File: src/rtl/lhca8_sat_counter.sv
// lhca8_sat_counter: counter that adds 0..8 per cycle and sticks at all-ones.
// Latency: 1 cycle from inc to count.
// Backpressure: none; inc=0 holds the value.
// Ports: CLK, RESET (sync, active high), inc[3:0] amount to add, count[W-1:0].
module lhca8_sat_counter #(
    parameter int W = 16
) (
    input  logic         CLK,
    input  logic         RESET,
    input  logic [3:0]   inc,
    output logic [W-1:0] count
);

    // Four guard bits hold count + 8 without wrapping for any W.
    localparam int WIDE = W + 4;

    logic [WIDE-1:0] sum;
    logic [W-1:0]    next_count;

    always_comb begin
        sum        = {4'd0, count} + {{W{1'b0}}, inc};
        next_count = (sum[WIDE-1:W] != 4'd0) ? {W{1'b1}} : sum[W-1:0];
    end

    always_ff @(posedge CLK) begin
        if (RESET) begin
            count <= '0;
        end else begin
            count <= next_count;
        end
    end

endmodule

File: config.mk
export PLATFORM = sky130hd
export DESIGN_NAME = lhca8_sat_counter
export DESIGN_NICKNAME = d
export VERILOG_FILES = /design/src/rtl/lhca8_sat_counter.sv
export SDC_FILE = /design/constraint.sdc
export NUM_CORES = 1
export LEC_CHECK = 0
export CORE_ASPECT_RATIO = 1.25
export CORE_UTILIZATION = 23
export CTS_CLUSTER_SIZE = 14
export DETAILED_ROUTE_END_ITERATION = 10
export GPL_ROUTABILITY_DRIVEN = 1
export PLACE_DENSITY = 0.52
export SYNTH_ARGS = -nofsm -noshare
export SYNTH_HDL_FRONTEND = slang
export SYNTH_SLANG_ARGS = --single-unit
File: constraint.sdc
create_clock -name CLK -period 5.7 [get_ports CLK]
set_clock_uncertainty 0.05 [all_clocks]
set_input_delay 1.14 -clock CLK [delete_from_list [all_inputs] [get_ports CLK]]
set_output_delay 1.14 -clock CLK [all_outputs]
set_load 0.005 [all_outputs]
Word level (Yosys, flattened, before mapping)
Cells that the tools add are included.
{"block": "totals", "word_cells": 4, "out_inout_bits": 16, "mem_count": 0, "romBits": 0, "latch_bits": 0, "input_bits": 6, "ff_bits": 16, "ram_bits": 0}
{"block": "op_classes", "n_div": 0, "mux": 1, "magnitude_cmp": 0, "n_addsub": 1, "multipliers": 0, "shift": 0, "n_reduce_logical": 1, "n_bitwise": 0, "eq_ne": 0}
{"cell": "16-bit by 4-bit adder with 17-bit output", "n": 1}
{"cell": "16-bit 2-to-1 mux", "n": 1}
{"cell": "4-bit nonzero test", "n": 1}

Longest topological paths before layout
{"block": "depth", "ltp_word": 3, "ltp_mapped": 7, "ltp_nobuf": 6}

Worst setup path after synthesis
Ideal clock, no wire load.
{"block": "synth_timing", "path_kind": "input -> register", "startpoint": "input port inc[0]", "endpoint": "register count[12]", "stages": 6, "path_slack_ns": 3.115, "path_buffers": 0, "arrival_time_ns": 2.449, "setup_time_ns": 0.086, "cell_sequence": "ha_1 -> fa_1 -> nand3_1 -> a21oi_4 -> and4b_2 -> a211oi_1"}
{"block": "synth_between", "elab_chain_cells": 3}
{"item": "start, declared", "line": "10", "text": "input logic [3:0] inc,"}
{"item": "16-bit by 4-bit adder with 17-bit output (*)", "line": "21", "text": "sum = {4'd0, count} + {{W{1'b0}}, inc};"}
{"item": "4-bit nonzero test", "line": "22", "text": "next_count = (sum[WIDE-1:W] != 4'd0) ? {W{1'b1}} : sum[W-1:0];"}
{"item": "16-bit 2-to-1 mux (*)", "line": "22"}
{"item": "end signal, assigned", "line": "29", "text": "count <= next_count;"}
{"item": "end, declared", "line": "11", "text": "output logic [W-1:0] count"}
Mark *: on every way between the ends. The rest lies on a longest branch, timed or not.
A chain may end at the register's enable or synchronous reset.

Final worst setup path
{"block": "layout_timing", "startpoint": "input port inc[1]", "endpoint": "register count[5]"}
Same word-level chain as after synthesis.

==> insert_results.sql <==
INSERT INTO impl_metrics (metric_group, metric, value, unit) VALUES
('sta', 'post-route-min-period', '3.073', 'ns'),
('placed_design', 'hpwl', '1321', 'µm'),
('job', 'cap_violations', '0', ''),
('clock_tree', 'insertion_delay', '0.25', 'ns'),
('global_routing', 'grt.total_usage', '9.820', '%'),
('sta', 'totalNegativeSetupSlack', '0', 'ns'),
('detailed_routing', 'remaining_drc_errors', '4', ''),
('logic_synthesis', 'syn-cell-area', '882.1', 'µm²'),
('sta', 'finalSetupViolations', '0', ''),
('pwr', 'power.ir.vdd_worst', '0.1369', 'mV'),
('clock_tree', 'numCtsBuffers', '3', ''),
('critical_path', 'cpPeakStageDelay', '0.65', 'ns'),
('logic_synthesis', 'postSynth.topFlopCell', 'sky130_fd_sc_hd__dfxtp_1', ''),
('logic_synthesis', 'seq_area_frac_synth', '36.31', '%'),
('critical_path', 'crit_fanout', '12', ''),
('logic_synthesis', 'yosys_register_bits', '16', ''),
('pwr', 'power_leakage', '0.0004009', 'µW'),
('placed_design', 'globalplace.congestion', '0.7199', ''),
('placed_design', 'post_dp_cell_area', '0.001102', 'mm²'),
('pwr', 'power_density', '270.1', 'mW/mm²'),
('sta', 'hold_violations', '0', ''),
('finish', 'stdcell_area', '0.001157', 'mm²'),
('logic_synthesis', 'asyncSetResetFlopFracSynth', '0', '%'),
('detailed_routing', 'detail_route.iter0.violations', '36', ''),
('finish', 'layout.nets', '124', ''),
('critical_path', 'crit_buf_inv', '1', ''),
('critical_path', 'cp_data_arrival_time', '3.19', 'ns'),
('outcome', 'outcome', 'finished with violations', ''),
('detailed_routing', 'detail_route.first_pass.iterations', '7', ''),
('critical_path', 'critical_path.startpoint_type', 'input port', ''),
('sta', 'worst_slew_margin_rel', '44.73', '%'),
('logic_synthesis', 'synth.lib_cells_used.distinct', '34', ''),
('logic_synthesis', 'synth_edf_count', '0', ''),
('detailed_routing', 'finalWirelength', '1847', 'µm'),
('floorplan', 'start_util', '24.68', '%'),
('detailed_routing', 'post_drt_via_cell_ratio', '4.993', ''),
('critical_path', 'critPathCaptureType', 'flop', ''),
('clock_tree', 'cts_buffer_depth', '2', ''),
('global_routing', 'grt_pass1_vias', '739', ''),
('clock_tree', 'clk_pin_slew_worst_paths', '0.06', 'ns'),
('floorplan', 'fp.dieW', '57.39', 'µm'),
('critical_path', 'criticalPathCategory', 'input port to flop', ''),
('clock_tree', 'cts_post_setup_buffers_inserted', '0', ''),
('clock_tree', 'cts_htree_levels', '1', ''),
('sta', 'report.final.slew_viol_count', '0', ''),
('clock_tree', 'clock-root-buffer', 'sky130_fd_sc_hd__clkbuf_8', ''),
('global_routing', 'global_route.overflow_total', '0', ''),
('min_path', 'holdCritPathClass', 'flop to flop', ''),
('detailed_routing', 'routedWlPerCell', '12.23', 'µm'),
('clock_tree', 'cts_hold_repair.buffers', '0', ''),
('finish', 'fillers', '363', ''),
('critical_path', 'family_with_the_most_delay_on_the_worst_path', 'compound AO/OA/AOI/OAI gates', ''),
('logic_synthesis', 'yosys_warnings', '0', ''),
('finish', 'area.growth.synth_to_final', '31.21', '%'),
('global_routing', 'grt_max_degree', '17', ''),
('critical_path', 'req_time_crit_path', '5.82', 'ns'),
('floorplan', 'placeableCoreArea', '0.003573', 'mm²'),
('sta', 'unrepaired_setup_endpoints_after_global_routing', 'false', ''),
('clock_tree', 'cts.repair.resized', '0', ''),
('critical_path', 'slowest_stage', 'sky130_fd_sc_hd__a21oi_1', ''),
('logic_synthesis', 'syn_inst', '91', ''),
('critical_path', 'crit_chain', 'clkdlybuf4s50_1 -> ha_1 -> a211o_1 -> a21oi_1 -> o21ai_0 -> a31oi_1', ''),
('global_routing', 'antenna_found_initial', '0', ''),
('placed_design', 'io_buffers', '21', ''),
('outcome', 'violated_checks', 'DRC', ''),
('floorplan', 'fp.dieArea', '0.004088', 'mm²'),
('sta', 'tightestPinTransition', '0.8291', 'ns'),
('clock_tree', 'cts_tree', 'yes', ''),
('floorplan', 'row_count', '24', ''),
('finish', 'drive_above_1_share', '10.71', '%'),
('global_routing', 'wire_length_of_the_first_global_routing_pass', '3160', 'µm');
-- through the flow --
step | std cells | total power (µW) | worst slack (ns) | hold WS, ns | utilization, %
after floorplan | 91 | 185.3 | 3.115 | 0.4595 | -
after CTS | 151 | 315.5 | 2.644 | 0.4899 | 32.39
after global placement | 147 | 214.0 | 2.432 | 0.4687 | 30.85
after global routing | 151 | 329.2 | 2.458 | 0.5270 | 32.39
after detailed placement | 147 | 214.5 | 2.372 | 0.4764 | 30.85
final | 151 | 312.6 | 2.627 | 0.4920 | 32.39
-- layout make-up --
| type | instances | area, µm² | area share [%] |
|---|---|---|---|
| multi-input combinational | 67 | 508.0 | 43.89 |
| sequential | 16 | 320.3 | 27.68 |
| timing repair buffer | 21 | 210.2 | 18.16 |
| clock buffer | 4 | 55.05 | 4.757 |
| tap | 39 | 48.80 | 4.216 |
| inverter | 4 | 15.01 | 1.297 |
-- cell usage in the layout, fill, tap and decap left out, drive strengths merged --
| cell type | n |
|---|---|
| clkdlybuf4s50 | 21 |
| dfxtp | 16 |
| a21oi | 13 |
| a31oi | 8 |
| xnor2 | 5 |
| nand3 | 5 |
| nand2 | 4 |
| inv | 4 |
| ha | 4 |
| clkbuf | 4 |
| o31ai | 3 |
| or4 | 3 |
| and3 | 3 |
| or3 | 2 |
| o21ai | 2 |
| nor3 | 2 |
| a211oi | 2 |
| nand4 | 1 |
| a211o | 1 |
| o21a | 1 |
| a21o | 1 |
| xor2 | 1 |
| nor2b | 1 |
| and4 | 1 |
| and4b | 1 |
| o41ai | 1 |
| nand3b | 1 |
| fa | 1 |
-- per-layer routing --
layer	part of all wire (%)	global-route usage, %
met4	0.65	2.439
met1	48	12.42
met5	0	0
met2	45	15.76
met3	6.2	3.610
-- synthesized netlist by cell type (2+ instances only) --
master / n / area, µm²
sky130_fd_sc_hd__or4_1: 3 / 22.52
sky130_fd_sc_hd__nor3_1: 2 / 10.01
sky130_fd_sc_hd__xnor2_1: 5 / 43.79
sky130_fd_sc_hd__o31ai_1: 3 / 22.52
sky130_fd_sc_hd__a211oi_1: 2 / 15.01
sky130_fd_sc_hd__dfxtp_1: 16 / 320.3
sky130_fd_sc_hd__o21ai_0: 2 / 10.01
sky130_fd_sc_hd__or3_1: 2 / 12.51
sky130_fd_sc_hd__ha_1: 4 / 50.05
sky130_fd_sc_hd__inv_1: 4 / 15.01
sky130_fd_sc_hd__nand3_1: 3 / 15.01
sky130_fd_sc_hd__buf_6: 2 / 22.52
sky130_fd_sc_hd__nand2_1: 4 / 15.01
sky130_fd_sc_hd__a21oi_1: 11 / 55.05
sky130_fd_sc_hd__nand3_2: 2 / 20.02
sky130_fd_sc_hd__a31oi_1: 8 / 50.05
-- power by group --
group	switching [µW]	internal (µW)	total (µW)
registers	11.3	121	133
logic	37.9	41.8	79.7
clock network	39.1	61.2	100
-- worst paths after layout --
kind                            startpoint   endpoint  slack [ns]  cells after the start
worst max-delay path                inc[1]   count[5]        2.63                      6
worst min-delay path             count[12]  count[12]        0.49                      1
worst max register to register    count[1]   count[5]        3.66                      5
worst min register to register   count[12]  count[12]        0.49                      1
-- cells by family (layout without fill, tap and decap cells) --
group	after synthesis	after routing	share of synthesized area, %
compound gates	32	32	23.83
simple gates	24	24	19.86
flops	16	16	36.31
buf+inv	8	29	6.098
xor+xnor	6	6	5.957
fa+ha+maj	5	5	7.944
-- worst register-to-register path: stages, from the launching register on --
cell and delay (ns):
sky130_fd_sc_hd__dfxtp_1 0.38, sky130_fd_sc_hd__ha_1 0.26, sky130_fd_sc_hd__a211o_1 0.26, sky130_fd_sc_hd__a21oi_1 0.65, sky130_fd_sc_hd__o21ai_0 0.17, sky130_fd_sc_hd__a31oi_1 0.19
Note: power is estimated with default switching activity, not from simulation.
